`src/rtl/puck_physics.sv`:
```
// puck_physics: per-tick puck motion with wall and paddle bounces,
// goal detection, scoring and serve hold (raw hc/vc coordinates).
module puck_physics #(
    parameter int X_MIN       = 205,
    parameter int X_MAX       = 723,
    parameter int Y_MIN       = 82,
    parameter int Y_MAX       = 460,
    parameter int X_CTR       = 464,
    parameter int Y_CTR       = 271,
    parameter int GOAL_Y0     = 211,
    parameter int GOAL_Y1     = 331,
    parameter int HIT_R2      = 625,
    parameter int INIT_VX     = 7,
    parameter int INIT_VY     = 3,
    parameter int MAX_SPEED   = 12,
    parameter int SERVE_TICKS = 30,
    parameter int WIN_SCORE   = 7
) (
    input  logic       clk,
    input  logic       clr,
    input  logic       i_tick,
    input  logic [9:0] i_paddle1_x,
    input  logic [9:0] i_paddle1_y,
    input  logic [9:0] i_paddle2_x,
    input  logic [9:0] i_paddle2_y,
    output logic [9:0] o_puck_x,
    output logic [9:0] o_puck_y,
    output logic       o_busy,
    output logic       o_goal_p1,
    output logic       o_goal_p2,
    output logic [3:0] o_score_p1,
    output logic [3:0] o_score_p2,
    output logic       o_game_over
);
    localparam logic [2:0] S_IDLE   = 3'd0;
    localparam logic [2:0] S_STEP   = 3'd1;
    localparam logic [2:0] S_HIT    = 3'd2;
    localparam logic [2:0] S_RES    = 3'd3;
    localparam logic [2:0] S_COMMIT = 3'd4;

    localparam logic signed [10:0] L_XMIN = 11'(X_MIN);
    localparam logic signed [10:0] L_XMAX = 11'(X_MAX);
    localparam logic signed [10:0] L_YMIN = 11'(Y_MIN);
    localparam logic signed [10:0] L_YMAX = 11'(Y_MAX);
    localparam logic signed [4:0]  L_IVX  = 5'(INIT_VX);
    localparam logic signed [4:0]  L_IVY  = 5'(INIT_VY);
    localparam logic [4:0]         L_MAXV = 5'(MAX_SPEED);
    localparam logic [21:0]        L_R2   = 22'(HIT_R2);
    localparam logic [3:0]         L_WIN  = 4'(WIN_SCORE);
    localparam logic [4:0]         L_SRV  = 5'(SERVE_TICKS);

    // Bounce off a paddle: magnitude +1 (saturating), sign away from paddle.
    function automatic logic signed [4:0] f_bump(
        input logic signed [4:0]  v,
        input logic signed [10:0] d
    );
        logic [4:0] m;
        logic       neg;
        m   = v[4] ? (~v + 5'd1) : v;
        m   = (m >= L_MAXV) ? L_MAXV : m + 5'd1;
        neg = (d == 11'sd0) ? ~v[4] : d[10];
        return neg ? $signed(~m + 5'd1) : $signed(m);
    endfunction

    function automatic logic [21:0] f_sq(input logic signed [10:0] d);
        logic signed [21:0] e;
        e = {{11{d[10]}}, d};
        return 22'(e * e);
    endfunction

    logic [2:0]         r_state;
    logic [9:0]         r_px, r_py;
    logic signed [4:0]  r_vx, r_vy, r_nvx, r_nvy;
    logic signed [10:0] r_nx, r_ny, r_dx, r_dy;
    logic               r_g1, r_g2, r_gp1, r_gp2;
    logic [1:0]         r_hit, r_cool;
    logic [4:0]         r_serve;
    logic [3:0]         r_s1, r_s2;

    logic signed [10:0] w_sx, w_sy, w_rx, w_ry;
    logic signed [4:0]  w_rvx, w_rvy;
    logic               w_g1, w_g2, w_band;
    logic signed [10:0] w_d1x, w_d1y, w_d2x, w_d2y;
    logic [21:0]        w_r1, w_r2;
    logic               w_h1, w_h2, w_over;

    // Advance by one velocity step and fold back off the rails or flag a goal.
    always_comb begin
        w_sx   = {1'b0, r_px} + {{6{r_vx[4]}}, r_vx};
        w_sy   = {1'b0, r_py} + {{6{r_vy[4]}}, r_vy};
        w_band = (r_py >= 10'(GOAL_Y0)) && (r_py <= 10'(GOAL_Y1));
        w_rx   = w_sx;
        w_ry   = w_sy;
        w_rvx  = r_vx;
        w_rvy  = r_vy;
        w_g1   = 1'b0;
        w_g2   = 1'b0;
        if (w_sx < L_XMIN) begin
            if (w_band) begin
                w_g2 = 1'b1;
            end else begin
                w_rx  = L_XMIN + (L_XMIN - w_sx);
                w_rvx = -r_vx;
            end
        end else if (w_sx > L_XMAX) begin
            if (w_band) begin
                w_g1 = 1'b1;
            end else begin
                w_rx  = L_XMAX - (w_sx - L_XMAX);
                w_rvx = -r_vx;
            end
        end
        if (w_sy < L_YMIN) begin
            w_ry  = L_YMIN + (L_YMIN - w_sy);
            w_rvy = -r_vy;
        end else if (w_sy > L_YMAX) begin
            w_ry  = L_YMAX - (w_sy - L_YMAX);
            w_rvy = -r_vy;
        end
    end

    assign w_d1x  = r_nx - $signed({1'b0, i_paddle1_x});
    assign w_d1y  = r_ny - $signed({1'b0, i_paddle1_y});
    assign w_d2x  = r_nx - $signed({1'b0, i_paddle2_x});
    assign w_d2y  = r_ny - $signed({1'b0, i_paddle2_y});
    assign w_r1   = f_sq(w_d1x) + f_sq(w_d1y);
    assign w_r2   = f_sq(w_d2x) + f_sq(w_d2y);
    assign w_h1   = (w_r1 < L_R2) && (r_cool != 2'd1);
    assign w_h2   = (w_r2 < L_R2) && (r_cool != 2'd2);
    assign w_over = (r_s1 == L_WIN) || (r_s2 == L_WIN);

    // Step sequencer: IDLE -> STEP -> HIT -> RESOLVE -> COMMIT.
    always_ff @(posedge clk or posedge clr) begin
        if (clr) begin
            r_state <= S_IDLE;
            r_px    <= 10'(X_CTR);
            r_py    <= 10'(Y_CTR);
            r_vx    <= L_IVX;
            r_vy    <= L_IVY;
            r_nx    <= '0;
            r_ny    <= '0;
            r_nvx   <= '0;
            r_nvy   <= '0;
            r_dx    <= '0;
            r_dy    <= '0;
            r_g1    <= 1'b0;
            r_g2    <= 1'b0;
            r_gp1   <= 1'b0;
            r_gp2   <= 1'b0;
            r_hit   <= 2'd0;
            r_cool  <= 2'd0;
            r_serve <= 5'd0;
            r_s1    <= 4'd0;
            r_s2    <= 4'd0;
        end else begin
            r_gp1 <= 1'b0;
            r_gp2 <= 1'b0;
            case (r_state)
                S_IDLE: begin
                    if (i_tick && !w_over) begin
                        if (r_serve != 5'd0) r_serve <= r_serve - 5'd1;
                        else                 r_state <= S_STEP;
                    end
                end
                S_STEP: begin
                    r_nx    <= w_rx;
                    r_ny    <= w_ry;
                    r_nvx   <= w_rvx;
                    r_nvy   <= w_rvy;
                    r_g1    <= w_g1;
                    r_g2    <= w_g2;
                    r_state <= S_HIT;
                end
                S_HIT: begin
                    r_hit   <= w_h1 ? 2'd1 : (w_h2 ? 2'd2 : 2'd0);
                    r_dx    <= w_h1 ? w_d1x : w_d2x;
                    r_dy    <= w_h1 ? w_d1y : w_d2y;
                    r_state <= S_RES;
                end
                S_RES: begin
                    if (!r_g1 && !r_g2 && r_hit != 2'd0) begin
                        r_nvx <= f_bump(r_nvx, r_dx);
                        r_nvy <= f_bump(r_nvy, r_dy);
                    end
                    r_state <= S_COMMIT;
                end
                S_COMMIT: begin
                    if (r_g1 || r_g2) begin
                        r_gp1   <= r_g1;
                        r_gp2   <= r_g2;
                        if (r_g1 && r_s1 != L_WIN) r_s1 <= r_s1 + 4'd1;
                        if (r_g2 && r_s2 != L_WIN) r_s2 <= r_s2 + 4'd1;
                        r_px    <= 10'(X_CTR);
                        r_py    <= 10'(Y_CTR);
                        r_vx    <= r_g2 ? -L_IVX : L_IVX;
                        r_vy    <= L_IVY;
                        r_serve <= L_SRV;
                        r_cool  <= 2'd0;
                    end else begin
                        r_px   <= r_nx[9:0];
                        r_py   <= r_ny[9:0];
                        r_vx   <= r_nvx;
                        r_vy   <= r_nvy;
                        r_cool <= r_hit;
                    end
                    r_state <= S_IDLE;
                end
                default: r_state <= S_IDLE;
            endcase
        end
    end

    assign o_puck_x    = r_px;
    assign o_puck_y    = r_py;
    assign o_busy      = (r_state != S_IDLE);
    assign o_goal_p1   = r_gp1;
    assign o_goal_p2   = r_gp2;
    assign o_score_p1  = r_s1;
    assign o_score_p2  = r_s2;
    assign o_game_over = w_over;
endmodule
```
`config.mk`:
```
export PLATFORM = sky130hd
export DESIGN_NAME = puck_physics
export DESIGN_NICKNAME = d
export VERILOG_FILES = /design/src/rtl/puck_physics.sv
export SDC_FILE = /design/constraint.sdc
export NUM_CORES = 2
export LEC_CHECK = 0
export CAP_MARGIN = 20
export CORE_MARGIN = 10
export CORE_UTILIZATION = 55
export CTS_CLUSTER_SIZE = 16
export DETAILED_ROUTE_END_ITERATION = 8
export GPL_ROUTABILITY_DRIVEN = 0
export PLACE_DENSITY = 0.71
export SETUP_SLACK_MARGIN = 0.05
export SLEW_MARGIN = 20
export SYNTH_ARGS = -nofsm -noshare
export SYNTH_HDL_FRONTEND = slang
export SYNTH_SLANG_ARGS = --single-unit
```
`constraint.sdc`:
```
create_clock -name clk -period 10.33 [get_ports clk]
set_input_delay 2.066 -clock clk [delete_from_list [all_inputs] [get_ports clk]]
set_output_delay 2.066 -clock clk [all_outputs]
set_load 0.05 [all_outputs]
```
==> metrics.txt <==
# TYPE chip_impl_metric gauge
chip_impl_metric{name="worst_ep_required_time",unit="ps"} 10610
chip_impl_metric{name="hold_path_depth",unit=""} 2
chip_impl_metric{name="placed_cells_incl_taps",unit=""} 3942
chip_impl_metric{name="h-tree-depth",unit=""} 3
chip_impl_metric{name="layout_setup_ws",unit="ps"} -64.4
chip_impl_metric{name="post_synth_inst_count",unit=""} 2908
chip_impl_metric{name="cp.buffers_inverters",unit=""} 8
chip_impl_metric{name="share_of_async_settable_or_async_resettable_flops_after_synthesis",unit=""} 1.00
chip_impl_metric{name="synthToLayoutAreaGrowth",unit="%"} 25.1
chip_impl_info{name="timing.critical_path.max_delay_family",value="adder cells"} 1
chip_impl_metric{name="route.vias.total",unit=""} 22300
chip_impl_info{name="most-common-layout-cells",value="inv_1, fa_1, buf_4"} 1
chip_impl_metric{name="yosysWarningCount",unit=""} 0
chip_impl_info{name="slowest_stage",value="fa_1"} 1
chip_impl_metric{name="maximum_number_of_pins_on_one_net_before_global_route_repair",unit=""} 81
chip_impl_metric{name="worst-r2r-cell-count",unit=""} 34
chip_impl_info{name="crit_path_end_kind",value="flop"} 1
chip_impl_metric{name="timing.fmax",unit="MHz"} 96.2
chip_impl_metric{name="grt_antenna_before_repair",unit=""} 1
chip_impl_metric{name="final_period_minus_worst_setup_slack",unit="ps"} 10390
chip_impl_metric{name="fillers",unit=""} 3447
chip_impl_metric{name="reg2reg_setup_slack",unit="ps"} 930
chip_impl_info{name="holdCritStartpoint",value="r_dx[2]$_DFFE_PP0N_"} 1
chip_impl_metric{name="grt_util_all_layers",unit=""} 0.265
chip_impl_metric{name="synth-edff-count",unit=""} 0
chip_impl_metric{name="seq_area_frac_synth",unit=""} 0.105
chip_impl_metric{name="grt_pass1_vias",unit=""} 23600
chip_impl_metric{name="cts-buffers-inserted",unit=""} 9
chip_impl_info{name="r2r_end",value="r_hit[1]$_DFFE_PP0N_"} 1
chip_impl_metric{name="via_per_inst",unit=""} 5.53
chip_impl_metric{name="share_of_cells_above_drive_strength_1",unit=""} 0.231
chip_impl_metric{name="worst_hold_slack",unit="ps"} 496
chip_impl_metric{name="grt-ovfl-total",unit=""} 0
chip_impl_info{name="worst_hold_path_type",value="flop to flop"} 1
chip_impl_info{name="failed_checks",value="negative setup slack"} 1
chip_impl_metric{name="antennaDiodeCount",unit=""} 0
chip_impl_metric{name="worst-slew-pin-transition",unit="ps"} 819
chip_impl_metric{name="hold_viol",unit=""} 0
chip_impl_metric{name="worst_ep_arrival_time",unit="ps"} 10670
chip_impl_metric{name="fp.dieH",unit="microns"} 237
chip_impl_metric{name="ant_nets",unit=""} 0
chip_impl_metric{name="final-max-slew-violation-count",unit=""} 0
chip_impl_info{name="rsz0062_at_grt",value="true"} 1
chip_impl_metric{name="worst_skew_pair.late_latency",unit="ps"} 380
chip_impl_metric{name="die_area",unit="sq um"} 56000
chip_impl_metric{name="fin_skew",unit="ps"} 11.2
chip_impl_metric{name="grt_pass1_wl",unit="mm"} 120
chip_impl_info{name="crit_type",value="primary input to flop"} 1
chip_impl_metric{name="finalWirelength",unit="mm"} 75.2
chip_impl_metric{name="die_x",unit="microns"} 237
chip_impl_info{name="commonest_non_fill_non_tap_cell_in_the_layout",value="inv_1"} 1
chip_impl_metric{name="synthesis.nets",unit=""} 3662
chip_impl_info{name="hold-path-endpoint",value="r_dx[2]$_DFFE_PP0N_"} 1
chip_impl_metric{name="initial_core_util",unit=""} 0.556
chip_impl_metric{name="io_buffer_count",unit=""} 74
chip_impl_metric{name="ys_seq_elements",unit=""} 108
chip_impl_metric{name="clkSlewWorstSetupHoldPaths",unit="ps"} 80
chip_impl_metric{name="report.final.setup_viol",unit=""} 1
chip_impl_metric{name="sum_of_net_half_perimeters_after_detailed_placement",unit="mm"} 61.4
chip_impl_metric{name="num_io_pins",unit=""} 75
chip_impl_info{name="status",value="finished with violations"} 1
chip_impl_metric{name="clock_sink_count",unit=""} 108
chip_impl_metric{name="cts_hold_buf",unit=""} 0
chip_impl_metric{name="synth.distinct_cells",unit=""} 82
chip_impl_metric{name="cts_buffer_depth",unit=""} 2
chip_impl_metric{name="max-cap-violations",unit=""} 0
chip_impl_metric{name="synth_area",unit="sq um"} 25800
chip_impl_info{name="cts.root.buffer_cell",value="clkbuf_16"} 1
chip_impl_metric{name="post_drt_wl_per_cell",unit="microns"} 18.7
chip_impl_metric{name="route.detailed.drc",unit=""} 0
chip_impl_info{name="critical_path.most_common_cell",value="fa_1"} 1
chip_impl_metric{name="num-nets-final",unit=""} 4168
chip_impl_info{name="cp-start-kind",value="primary input"} 1
chip_impl_metric{name="worst-path-max-fanout",unit=""} 6
chip_impl_metric{name="critical_path.max_stage_delay",unit="ps"} 620
chip_impl_info{name="synth-main-ff-cell",value="dfrtp_1"} 1
chip_impl_metric{name="number_of_cells_in_the_finished_layout_apart_from_fillers",unit=""} 4026
chip_impl_metric{name="slew_margin_rel",unit=""} 0.452
chip_impl_metric{name="syn-mean-instance-area",unit="sq um"} 8.88
chip_impl_metric{name="detailedRoute.firstPassIterationCount",unit=""} 6
chip_impl_metric{name="initialDrtViolationCount",unit=""} 1653
chip_impl_metric{name="min_period_over_period",unit=""} 1.01
chip_impl_metric{name="core",unit="sq um"} 46500
chip_impl_metric{name="finalSetupTns",unit="ps"} -64.4
chip_impl_metric{name="rows",unit=""} 79
chip_impl_info{name="tritoncts",value="done"} 1
chip_impl_info{name="worst_r2r_startpoint",value="r_nx[0]$_DFFE_PP0P_"} 1
## cell usage after synthesis, types with 12 or more instances
cell type	n	share of area
xor2_1	35	0.012
or3_1	12	0.0029
nand2b_1	27	0.0065
nand2_1	241	0.035
clkbuf_1	54	0.0078
nor4_1	18	0.0044
a21o_1	33	0.0096
or2_2	12	0.0029
xnor2_1	85	0.029
nor2b_1	20	0.0048
dfstp_2	14	0.014
ha_1	235	0.11
nor3_1	46	0.0089
a21oi_1	95	0.018
mux2i_1	37	0.014
and2_1	21	0.0051
inv_1	706	0.10
nor2_1	224	0.033
a31oi_1	19	0.0046
dfrtp_1	94	0.091
nand3_1	42	0.0081
o21ai_0	112	0.022
fa_1	476	0.37
mux2_2	12	0.0052
and3_1	18	0.0044
## layout make-up
type,count,area (sq um),area share
clock buffers,10,229,0.00709
clock inverters,6,47.5,0.00147
inverters,713,2720,0.0840
multi-input cells,2027,21300,0.658
flip-flops and latches,108,2720,0.0842
well taps,607,759,0.0235
repair buffers,555,4590,0.142
## tightest hold or removal path: stages (launching register included)
cell     delay, ps
dfrtp_1        350
nand2_1         50
o21ai_1         60
## through the flow
step	setup WS, ps	instance area [sq um]	util
after floorplan	49.8	26000	-
after global placement	-1260	30400	0.653
after detailed placement	-1390	30400	0.653
after CTS	53.2	31500	0.678
after global routing	-226	32300	0.696
final	-64.4	32300	0.696
## how the worst max path moves through the flow
| stage | start | endpoint | slack, ps | depth (start not counted) |
|---|---|---|---|---|
| after floorplan | i_paddle1_x[0] | r_dy[7]$_DFFE_PP0N_ | 50 | 32 |
| after global placement | i_paddle2_x[0] | r_hit[1]$_DFFE_PP0N_ | -1260 | 33 |
| after detailed placement | i_paddle2_x[0] | r_hit[1]$_DFFE_PP0N_ | -1390 | 33 |
| after CTS | i_paddle2_y[0] | r_hit[1]$_DFFE_PP0N_ | 50 | 35 |
| after global routing | i_paddle2_y[1] | r_hit[1]$_DFFE_PP0N_ | -230 | 34 |
| final | i_paddle2_x[4] | r_hit[1]$_DFFE_PP0N_ | -60 | 31 |
## repair_timing
item,in CTS,in global routing
setup endpoints to repair,24,24
gates cloned,1,3
hold endpoints to repair,0,0
buffers inserted,33,31
pin swaps,109,143
resized for setup,190,176
## kinds of logic (layout without fill, tap and decap cells)
| group | after synthesis | after routing | synth area share |
|---|---|---|---|
| compound gates | 421 | 421 | 0.108 |
| flops | 108 | 108 | 0.105 |
| xor+xnor | 122 | 122 | 0.0424 |
| mux | 49 | 49 | 0.0196 |
| simple gates | 723 | 724 | 0.128 |
| fa+ha+maj | 711 | 711 | 0.483 |
| buf+inv | 774 | 1284 | 0.113 |
## metal layers
layer	wire length, microns	track usage	vias up
met3	5210	0.0361	179
met2	36900	0.454	787
met5	18	0	-
li1	-	-	10200
met4	3220	0.100	2
met1	29800	0.334	11100
## registers in the layout, indices dropped and copies added (netlist names), 2 cells and up
register    flops
r_nvy           5
r_hit           2
r_dy           11
o_score_p1      4
r_nvx           5
r_vx            5
o_puck_y       10
o_score_p2      4
r_state         3
o_puck_x       10
r_cool          2
r_ny           11
r_vy            5
r_dx           11
r_serve         5
r_nx           11
Power is left out: the tool's default activity adds up to more than one toggle a clock period on the data nets, which glitch-free logic cannot reach.
